$ cat config.mk
export PLATFORM = sky130hd
export DESIGN_NAME = key44
export DESIGN_NICKNAME = d
export VERILOG_FILES = /design/src/rtl/key44_pkg.sv /design/src/rtl/key44_step_timer.sv /design/src/rtl/key44.sv
export SDC_FILE = /design/constraint.sdc
export NUM_CORES = 1
export LEC_CHECK = 0
export ABC_CLOCK_PERIOD_IN_PS = 2050
export CAP_MARGIN = 15
export CORE_MARGIN = 10
export CORE_UTILIZATION = 35
export CTS_CLUSTER_SIZE = 8
export DETAILED_ROUTE_END_ITERATION = 12
export SETUP_SLACK_MARGIN = 0.1
export SLEW_MARGIN = 20
export SYNTH_ARGS = -nofsm -noshare
export SYNTH_HDL_FRONTEND = slang
export SYNTH_SLANG_ARGS = --single-unit
$ cat constraint.sdc
create_clock -name clk -period 2.05 [get_ports clk]
set_input_delay 0.41 -clock clk [delete_from_list [all_inputs] [get_ports clk]]
set_output_delay 0.41 -clock clk [all_outputs]
set_load 0.02 [all_outputs]
$ cat src/rtl/key44_pkg.sv
// key44_pkg: shared types and constants for the key44 keypad scanner.
//   state_e    - scanner FSM states (IDLE, SCAN0..SCAN3)
//   COL_*      - active-low column drive patterns
//   ROW_IDLE   - row pattern with no key pressed
//   low_row()  - lowest-indexed active (low) row bit
//   col_drive()- column drive pattern for a state
//   scan_col() - column index scanned in a state
package key44_pkg;

    typedef enum logic [2:0] {
        IDLE,
        SCAN0,
        SCAN1,
        SCAN2,
        SCAN3
    } state_e;

    localparam logic [3:0] COL_ALL  = 4'b0000;
    localparam logic [3:0] COL0     = 4'b1110;
    localparam logic [3:0] COL1     = 4'b1101;
    localparam logic [3:0] COL2     = 4'b1011;
    localparam logic [3:0] COL3     = 4'b0111;
    localparam logic [3:0] ROW_IDLE = 4'b1111;

    // Lowest-indexed row pulled low wins; only meaningful when row != ROW_IDLE.
    function automatic logic [1:0] low_row(input logic [3:0] row);
        logic [1:0] idx;
        if (!row[0])      idx = 2'd0;
        else if (!row[1]) idx = 2'd1;
        else if (!row[2]) idx = 2'd2;
        else              idx = 2'd3;
        return idx;
    endfunction

    function automatic logic [3:0] col_drive(input state_e s);
        logic [3:0] c;
        case (s)
            SCAN0:   c = COL0;
            SCAN1:   c = COL1;
            SCAN2:   c = COL2;
            SCAN3:   c = COL3;
            default: c = COL_ALL;
        endcase
        return c;
    endfunction

    function automatic logic [1:0] scan_col(input state_e s);
        logic [1:0] j;
        case (s)
            SCAN1:   j = 2'd1;
            SCAN2:   j = 2'd2;
            SCAN3:   j = 2'd3;
            default: j = 2'd0;
        endcase
        return j;
    endfunction

endpackage

$ cat src/rtl/key44_step_timer.sv
// key44_step_timer: divides the clock into scan steps of SCAN_DIV cycles.
//   clk      in  - system clock
//   reset    in  - asynchronous active-high reset (count returns to 0)
//   step_end out - high on the last cycle of every step
module key44_step_timer #(
    parameter int unsigned SCAN_DIV = 1
) (
    input  logic clk,
    input  logic reset,
    output logic step_end
);

    localparam int unsigned CW = (SCAN_DIV > 1) ? $clog2(SCAN_DIV) : 1;
    localparam logic [CW-1:0] LAST = CW'(SCAN_DIV - 1);

    logic [CW-1:0] cnt_q;
    logic [CW-1:0] cnt_d;

    always_comb begin
        step_end = (cnt_q == LAST);
        cnt_d    = step_end ? '0 : cnt_q + 1'b1;
    end

    always_ff @(posedge clk or posedge reset) begin
        if (reset) cnt_q <= '0;
        else       cnt_q <= cnt_d;
    end

endmodule

$ cat src/rtl/key44.sv
// key44: 4x4 active-low matrix keypad scanner with two-pass debounce.
//   clk       in  - system clock
//   reset     in  - asynchronous active-high reset
//   row       in  [3:0] - keypad rows, active-low
//   col       out [3:0] - keypad column drive, active-low, registered
//   key_value out [3:0] - last confirmed key code {row, col}, registered
// IDLE drives all columns until any key pulls a row low, then one pass
// walks SCAN0..SCAN3. A code is confirmed when two consecutive passes
// report the same first hit.
module key44
    import key44_pkg::*;
#(
    parameter int unsigned SCAN_DIV = 1
) (
    input  logic       clk,
    input  logic       reset,
    input  logic [3:0] row,
    output logic [3:0] col,
    output logic [3:0] key_value
);

    state_e     state_q, state_d;
    logic [3:0] col_q, col_d;
    logic [3:0] key_value_q, key_value_d;
    logic       cand_valid_q, cand_valid_d;
    logic [3:0] cand_code_q, cand_code_d;
    logic       prev_valid_q, prev_valid_d;
    logic [3:0] prev_code_q, prev_code_d;

    logic       step_end;
    logic       hit;
    logic [3:0] hit_code;
    logic       pass_hit;
    logic [3:0] pass_code;

    key44_step_timer #(
        .SCAN_DIV(SCAN_DIV)
    ) u_step_timer (
        .clk      (clk),
        .reset    (reset),
        .step_end (step_end)
    );

    assign col       = col_q;
    assign key_value = key_value_q;

    // State register; col is registered from the next state so it changes
    // exactly at step boundaries.
    always_ff @(posedge clk or posedge reset) begin
        if (reset) begin
            state_q <= IDLE;
            col_q   <= COL_ALL;
        end else begin
            state_q <= state_d;
            col_q   <= col_d;
        end
    end

    // Next-state logic.
    always_comb begin
        state_d = state_q;
        if (step_end) begin
            case (state_q)
                IDLE:    if (row != ROW_IDLE) state_d = SCAN0;
                SCAN0:   state_d = SCAN1;
                SCAN1:   state_d = SCAN2;
                SCAN2:   state_d = SCAN3;
                SCAN3:   state_d = IDLE;
                default: state_d = IDLE;
            endcase
        end
    end

    // Output logic.
    always_comb begin
        col_d = col_drive(state_d);
    end

    // Hit detection and pass bookkeeping.
    always_comb begin
        hit      = step_end && (row != ROW_IDLE);
        hit_code = {low_row(row), scan_col(state_q)};

        // The SCAN3 sample itself may be the first hit of the pass.
        pass_hit  = cand_valid_q || hit;
        pass_code = cand_valid_q ? cand_code_q : hit_code;

        cand_valid_d = cand_valid_q;
        cand_code_d  = cand_code_q;
        prev_valid_d = prev_valid_q;
        prev_code_d  = prev_code_q;
        key_value_d  = key_value_q;

        if (step_end) begin
            case (state_q)
                IDLE: begin
                    cand_valid_d = 1'b0;
                    // An idle step with nothing pressed breaks the pass chain.
                    if (row == ROW_IDLE) prev_valid_d = 1'b0;
                end
                SCAN3: begin
                    if (pass_hit && prev_valid_q && (prev_code_q == pass_code))
                        key_value_d = pass_code;
                    prev_valid_d = pass_hit;
                    prev_code_d  = pass_code;
                    cand_valid_d = 1'b0;
                end
                default: begin
                    if (hit && !cand_valid_q) begin
                        cand_valid_d = 1'b1;
                        cand_code_d  = hit_code;
                    end
                end
            endcase
        end
    end

    always_ff @(posedge clk or posedge reset) begin
        if (reset) begin
            key_value_q  <= 4'h0;
            cand_valid_q <= 1'b0;
            cand_code_q  <= 4'h0;
            prev_valid_q <= 1'b0;
            prev_code_q  <= 4'h0;
        end else begin
            key_value_q  <= key_value_d;
            cand_valid_q <= cand_valid_d;
            cand_code_q  <= cand_code_d;
            prev_valid_q <= prev_valid_d;
            prev_code_q  <= prev_code_d;
        end
    end

endmodule

* Yosys cells after proc, flatten, opt, wreduce, memory -nomap -nowiden
Cells that the tools add are included.
** Operators by class
- Add/subtract/negate cells :: 1
- Eq/ne operators :: 12
- Muxes and demuxes :: 14
- Bitwise operators :: 2
- Reductions and logical operators :: 15
** Operator list (number)
- case mux 4 bit (4 select lines) :: 1
- equality test 3 x 2 -> 1 bit, second input constant :: 4
- case mux 3 bit (4 select lines) :: 1
- AND reduction 3 bit :: 3
- equality test 3 x 1 -> 1 bit, second input constant :: 2
- equality test 3 bit, second input constant :: 2
- 2-to-1 mux 3 bit :: 2
- case mux 2 bit (3 select lines) :: 1
- 2-to-1 mux 1 bit :: 5
- equality test 4 bit :: 1
- equality test 4 bit, second input constant :: 1
- logical AND 1 bit :: 4
- 2-to-1 mux 2 bit :: 2
- 2-to-1 mux 4 bit :: 1
- != test 4 bit, second input constant :: 1
- AND reduction 2 bit :: 2
- nonzero test 2 bit :: 2
- logical NOT 3 bit :: 1
- != test 2 bit, second input constant :: 1
- NOT 1 bit :: 2
- case mux 1 bit (2 select lines) :: 1
- OR reduction 2 bit :: 1
- adder 1 bit, second input constant :: 1
- logical NOT 1 bit :: 1
- logical OR 1 bit :: 1
** Storage, ports and cells
- Bits in registers :: 22
- Input bits :: 6
- Output and inout port bits :: 8
- Logic and storage cells :: 52

* Depth between registers and ports, before layout
Gate-level depths: netlist (run 1).
- Word-level depth :: 7
- Depth in mapped cells :: 6
- Mapped depth without buffers :: 5

* Cells and area by module
From an unflattened synthesis (run 1), not the netlist that was laid out.
** Second synthesis, totals
- Cell total of the unflattened synthesis :: 99
- Area total of the unflattened synthesis :: 1036.0 µm²
** Modules (own cells, without submodules)
- key44 :: instances 1, cells an instance 97, area an instance 1024.7 µm², sequential area each 525.5 µm²
- key44_step_timer :: instances 1, cells an instance 2, area an instance 11.3 µm², sequential area each 0.0 µm²

* Worst setup path after synthesis (run 1)
Ideal clock, no wire load.
- Path type :: reg2reg
- Start :: reg state_q[1]
- End :: reg key_value_q[2], in the netlist key_value[2]
- Library setup time :: 125 ps
- Arrival :: 1834 ps
- Required time :: 1925 ps
- Slack :: 91 ps
- Stages on the path, launching flop included :: 7
- Buffers on the path :: 1
- Clock period less this slack :: 1959 ps
- Path through :: dfrtp_1 -> buf_6 -> nor3b_2 -> o31ai_4 -> xnor2_1 -> nor4_4 -> mux2_4
** On the way
- Word-level cells in the longest chain between the ends :: 6
- Elaborated cells between the ends (all ways) :: 8
- Classes of those cells :: eq/ne: 4; mux: 2; reduce/logical: 2
** Ends and longest elaborated chain
- from (decl) :: line key44.sv:22 : state_e state_q, state_d;
- from (signal assigned) :: line key44.sv:54 : state_q <= state_d;
- equality test 3 bit / equality test 3 x 2 -> 1 bit (equally long branches) :: line key44_pkg.sv:49, key44.sv:95
- case mux 2 bit (3 select lines) :: line key44_pkg.sv:49 : case (s)
- 2-to-1 mux 4 bit :: line key44.sv:86 : pass_code = cand_valid_q ? cand_code_q : hit_code;
- equality test 4 bit :: line key44.sv:102 : if (pass_hit && prev_valid_q && (prev_code_q == pass_code))
- logical AND 1 bit :: line key44.sv:102
- AND reduction 3 bit (no line) (*)
- to (signal assigned) :: line key44.sv:126 : key_value_q <= key_value_d;
- to (decl) :: line key44.sv:24 : logic [3:0] key_value_q, key_value_d;
Mark *: on every way between the ends. The rest lies on a longest branch, timed or not.
A chain may end at the register's enable or synchronous reset.

* Worst setup path after layout (run 1)
Same ends and word-level chain as after synthesis.

==> results.md, run 1 <==
- FF-to-FF End: key_value[2]
- R2r setup slk: 0.18 ns
- Die Area: 0.00559 sq mm
- Synth Flop Type: dfrtp_1
- Synth area leader: dfrtp_1
- Antenna diodes: 0
- Max-cap viol count: 0
- Number of global-route vias before repair: 816
- Register share of total power: 0.348
- CTS Buffer Depth: 2
- DR pass1 iterations: 4
- Wire per inst: 13.9 um
- Global Route Usage Sum: 0.0885
- Switching power: 908 uW
- Seq cells post-synth: 21
- Post-route ant nets: 0
- Clk network pwr share: 0.087
- Ys async rst share: 1.00
- Largest cells by area after synthesis: dfrtp_1 (50%), nor2_1 (5.7%), nand2_1 (5.0%)
- CORE AREA: 0.00281 sq mm
- Count of final max-slew check failures: 0
- Crit path kind: reg2reg
- Fin crit period: 1.87 ns
- Clk_skew: 0.00625 ns
- Worst Path Required: 2.25 ns
- Site Rows: 19
- Logic pwr share: 0.565
- Fin. Hold Viols: 0
- Routed vias/inst: 5.04
- Register area share after synthesis: 0.501
- P_int: 1320 uW
- Total number of vias: 827
- Global-route wire length before repair: 3820 um
- Area growth from synthesis to layout: 38.9%
- Pleak: 0.000655 uW
- I/O Buffers: 13
- Post-layout util: 0.520
- Clk sinks: 21
- Ports: 14
- Dpl hpwl: 1630 um
- Initial antenna violation count: 0
- Critical Path End Type: flip-flop
- Final Cycle Share: 0.913
- Critical path peak fanout: 6
- Worst Reg-to-Reg Cells: 6
- Fin cells: 164
- RSZ-0062 raised after global routing: yes
- Status: completed
- Pwr Density: 1530 mW/mm^2
- Critical Path AT: 2.07 ns
- Worst Tran Pin Value: 0.324 ns
- Share of layout cells above drive strength 1: 0.361
- Chip Height: 74.8 um
- Worst slack at placement: -0.328 ns
- DIE WIDTH: 74.8 um
- Cell Area, Synth: 0.00105 sq mm
- GRT overflow: 0
- Final Setup Violations: 0
- Distinct cell type count after synthesis: 36
- Fin nets: 140
- DR DRC count: 0
- Most frequent cells in the layout: buf_4 (20), dfrtp_1 (17), nor2_1 (16), nand2_1 (14), clkdlybuf4s50_1 (10)
- Clock slew at reported path FFs: 0.11 ns
- Tot Pwr: 2230 uW
- Hold Buf Count CTS: 0
- PnR worst setup slack: 0.179 ns
- Hold WC Path Type: in2async
- Syn_area_per_cell: 10.6 sq um
- Sw frac: 0.407
- Worst R2R Start: state_q[1]
- Synth warn: 0
- Total routed wirelength: 2280 um
- Largest net degree at the start of global routing: 22
- F_max: 534 MHz
- Fillers: 258
- Initial DRC Count: 34
- VDD IR-drop max: 0.925 mV
- GPL Wtd Cong: 0.748
- Mapped Cells: 99
- Most common cell after layout, fill and taps aside: buf_4
- Post-synth EDFFs: 0
- TritonCTS clock tree: done
- CTS buffer count: 3
- Area share of the largest cell type after synthesis: 0.501
- Max-slew headroom: 0.783
- Clk root buf: clkbuf_4
- Clock Latency Late Sink: 0.30 ns
- WHS: 0.428 ns
- Placed cells: 154
- Starting density of the core: 0.374
- Syn_nets: 105
- Critical path startpoint category: flip-flop
- CTS H-tree depth: 1
synth_stat cells (2+ instances only):
master and number:
dfrtp_1 21, nor2_1 16, nand2_1 14, inv_1 6, o31ai_1 4, xnor2_1 3, buf_6 2, clkbuf_8 2
mux2i_1 2, o21ai_0 2, xor2_1 2
registers in the layout, summed over array words and instances, names as in the netlist:
signal,cells
cand_code_q,4
state_q,3
cand_valid_q,1
key_value,4
prev_valid_q,1
prev_code_q,4
col,4
power by group through the flow:
stage / sequential (uW) / clock [uW] / combinational, uW
4_1_cts: 769 / 209 / 1060
3_3_place_gp: 773 / 0 / 979
5_1_grt: 806 / 230 / 1380
2_1_floorplan: 745 / 0 / 728
3_5_place_dp: 783 / 0 / 1000
6_report: 777 / 194 / 1260
repair_timing:
action,in CTS,in global routing
endpoints found under the setup margin,4,4
resized for setup,5,14
buffers inserted,1,5
pin swaps,1,9
metal layers:
metal	wire, um	GRT usage	vias up
met1	1000	0.102	405
met4	34	0.0441	0
met2	1170	0.147	13
met3	66	0.0263	2
met5	0	0	-
li1	-	-	407
critical path, stage by stage (launching register included):
cell and delay [ns]:
dfrtp_2 0.49, buf_12 0.15, nor2_4 0.08, o2111ai_2 0.11, a211o_4 0.31, nor4_4 0.31, mux2_4 0.33
area by class of cell:
class	instances	area, sq um	area share
Multi-Input combinational cell	68	532	0.365
Sequential cell	21	531	0.364
Timing Repair Buffer	34	308	0.211
Tap cell	31	38.8	0.0266
Clock buffer	4	26.3	0.0180
Inverter	6	22.5	0.0155
worst max-delay path by stage:
stage | from | to | cells after the start
2_1_floorplan | cand_valid_q | key_value[2] | 5
3_3_place_gp | row[2] | key_value[2] | 6
3_5_place_dp | row[2] | key_value[2] | 6
4_1_cts | state_q[1] | key_value[2] | 6
5_1_grt | state_q[1] | key_value[1] | 7
6_report | state_q[1] | key_value[2] | 6
per-stage QoR:
stage / instance area [sq um] / setup TNS (ns)
final: 1460 / 0
after global routing: 1460 / 0
after CTS: 1350 / 0
after detailed placement: 1290 / -1.19
after global placement: 1290 / -0.997
after floorplan: 1060 / 0
logic make-up after synthesis:
logic type,count (synthesis),share of synthesized area
flops,21,0.501
xor+xnor,5,0.0417
compound gates,17,0.132
buf+inv,10,0.0691
simple gates,42,0.212
mux,4,0.0441
(Power assumes the default switching activity.)
==> run 2, diff against run 1 <==
--- a/config.mk
+++ b/config.mk
@@ -11,7 +11,10 @@
 export CORE_UTILIZATION = 35
 export CTS_CLUSTER_SIZE = 8
 export DETAILED_ROUTE_END_ITERATION = 12
+export MAX_ROUTING_LAYER = met4
+export PLACE_DENSITY = 0.6
 export SETUP_SLACK_MARGIN = 0.1
+export SKIP_LAST_GASP = 1
 export SLEW_MARGIN = 20
 export SYNTH_ARGS = -nofsm -noshare
 export SYNTH_HDL_FRONTEND = slang
==> results.md, run 2 (synthesis results as in run 1) <==
- Register area: 531 sq um
- Critical path peak fanout: 6
- CTS H-tree depth: 1
- FF-to-FF End: key_value[2]
- Clk root buf: clkbuf_4
- F_max: 534 MHz
- RSZ-0062 raised after global routing: yes
- Chip Height: 74.8 um
- Clk sinks: 21
- Site Rows: 19
- CTS buffer count: 3
- Fin nets: 140
- Worst Tran Pin Value: 0.324 ns
- Max-cap viol count: 0
- Count of final max-slew check failures: 0
- Multi-input logic area: 532 sq um
- Critical path startpoint category: flip-flop
- CTS Buffer Depth: 2
- Most frequent cells in the layout: buf_4 (20), dfrtp_1 (17), nor2_1 (16), nand2_1 (14), clkdlybuf4s50_1 (10)
- Share of layout cells above drive strength 1: 0.361
- Status: completed
- Largest net degree at the start of global routing: 22
- Antenna diodes: 0
- Fin. Hold Viols: 0
- PnR worst setup slack: 0.179 ns
- DR DRC count: 0
- Initial DRC Count: 33
- Worst Reg-to-Reg Cells: 6
- Worst slack at placement: -0.328 ns
- Global Route Usage Sum: 0.0900
- Max-slew headroom: 0.783
- Most common cell after layout, fill and taps aside: buf_4
- Total number of vias: 828
- Number of global-route vias before repair: 821
- DR pass1 iterations: 4
- Crit path kind: reg2reg
- Worst Path Required: 2.25 ns
- Clock Latency Late Sink: 0.30 ns
- Fin crit period: 1.87 ns
- GRT overflow: 0
- Clk_skew: 0.00623 ns
- TritonCTS clock tree: done
- Area growth from synthesis to layout: 38.9%
- VDD IR-drop max: 0.925 mV
- Fillers: 258
- Final Setup Violations: 0
- Wire per inst: 13.9 um
- Global-route wire length before repair: 3800 um
- I/O Buffers: 13
- Pwr Density: 1530 mW/mm^2
- Worst R2R Start: state_q[1]
- GPL Wtd Cong: 0.758
- Starting density of the core: 0.374
- Die Area: 0.00559 sq mm
- Pleak: 0.000655 uW
- Initial antenna violation count: 0
- Routed vias/inst: 5.05
- Clock slew at reported path FFs: 0.11 ns
- Critical Path End Type: flip-flop
- Dpl hpwl: 1630 um
- Critical Path AT: 2.07 ns
- Ports: 14
- Post-route ant nets: 0
- CORE AREA: 0.00281 sq mm
- DIE WIDTH: 74.8 um
- Hold WC Path Type: in2async
- R2r setup slk: 0.18 ns
- WHS: 0.428 ns
- Final Cycle Share: 0.913
- Total routed wirelength: 2270 um
-- run 2: power breakdown --
| part | switching, uW | internal (uW) |
|---|---|---|
| sequential | 180 | 596 |
| clock | 118 | 75.8 |
| combinational | 610 | 650 |
-- run 2: how the worst max path moves through the flow --
stage	start	cells after the start	slack, ns	to
6_report	state_q[1]	6	0.18	key_value[2]
5_1_grt	state_q[1]	7	0.05	key_value[1]
4_1_cts	state_q[1]	6	0.11	key_value[2]
3_5_place_dp	row[2]	6	-0.33	key_value[2]
3_3_place_gp	row[2]	6	-0.28	key_value[2]
2_1_floorplan	cand_valid_q	5	0.13	key_value[2]
-- run 2: routing by layer --
layer  vias to the layer above  track usage  routed length (um)
met4                         0       0.0441                  34
met3                         2       0.0197                  54
met1                       406        0.102                1010
met5                         -            -                   0
met2                        13        0.147                1180
li1                        407            -                   -
-- run 2: worst max-delay path, stage by stage, from the launching register on --
cell       delay [ns]
dfrtp_2          0.49
buf_12           0.15
nor2_4           0.08
o2111ai_2        0.11
a211o_4          0.31
nor4_4           0.31
mux2_4           0.33
-- run 2: cell type report --
| type | count | area share |
|---|---|---|
| clock buffer | 4 | 0.0180 |
| inverter | 6 | 0.0155 |
| multi-input combinational | 68 | 0.365 |
| sequential | 21 | 0.364 |
| tap | 31 | 0.0266 |
| timing repair buffer | 34 | 0.211 |
-- run 2: metrics by stage --
step	utilization	TNS, ns	cells	power (uW)	area, sq um
after floorplan	-	0	99	1470	1060
after global placement	0.459	-0.997	154	1750	1290
after detailed placement	0.459	-1.19	154	1790	1290
after CTS	0.479	0	159	2040	1350
after global routing	0.520	0	164	2410	1460
final	0.520	0	164	2230	1460
-- run 2: what timing repair did --
item                                    in CTS  in global routing
pin swaps                                    1                  9
hold buffers                                 0                  0
endpoints found under the setup margin       4                  4
setup buffers                                1                  5
gates resized for setup                      5                 14
==> run 3, diff against run 2 <==
--- a/config.mk
+++ b/config.mk
@@ -6,7 +6,6 @@
 export NUM_CORES = 1
 export LEC_CHECK = 0
 export ABC_CLOCK_PERIOD_IN_PS = 2050
-export CAP_MARGIN = 15
 export CORE_MARGIN = 10
 export CORE_UTILIZATION = 35
 export CTS_CLUSTER_SIZE = 8
==> results of run 3 <==
Same layout as run 2: the final DEF is identical, and so are final timing and power.
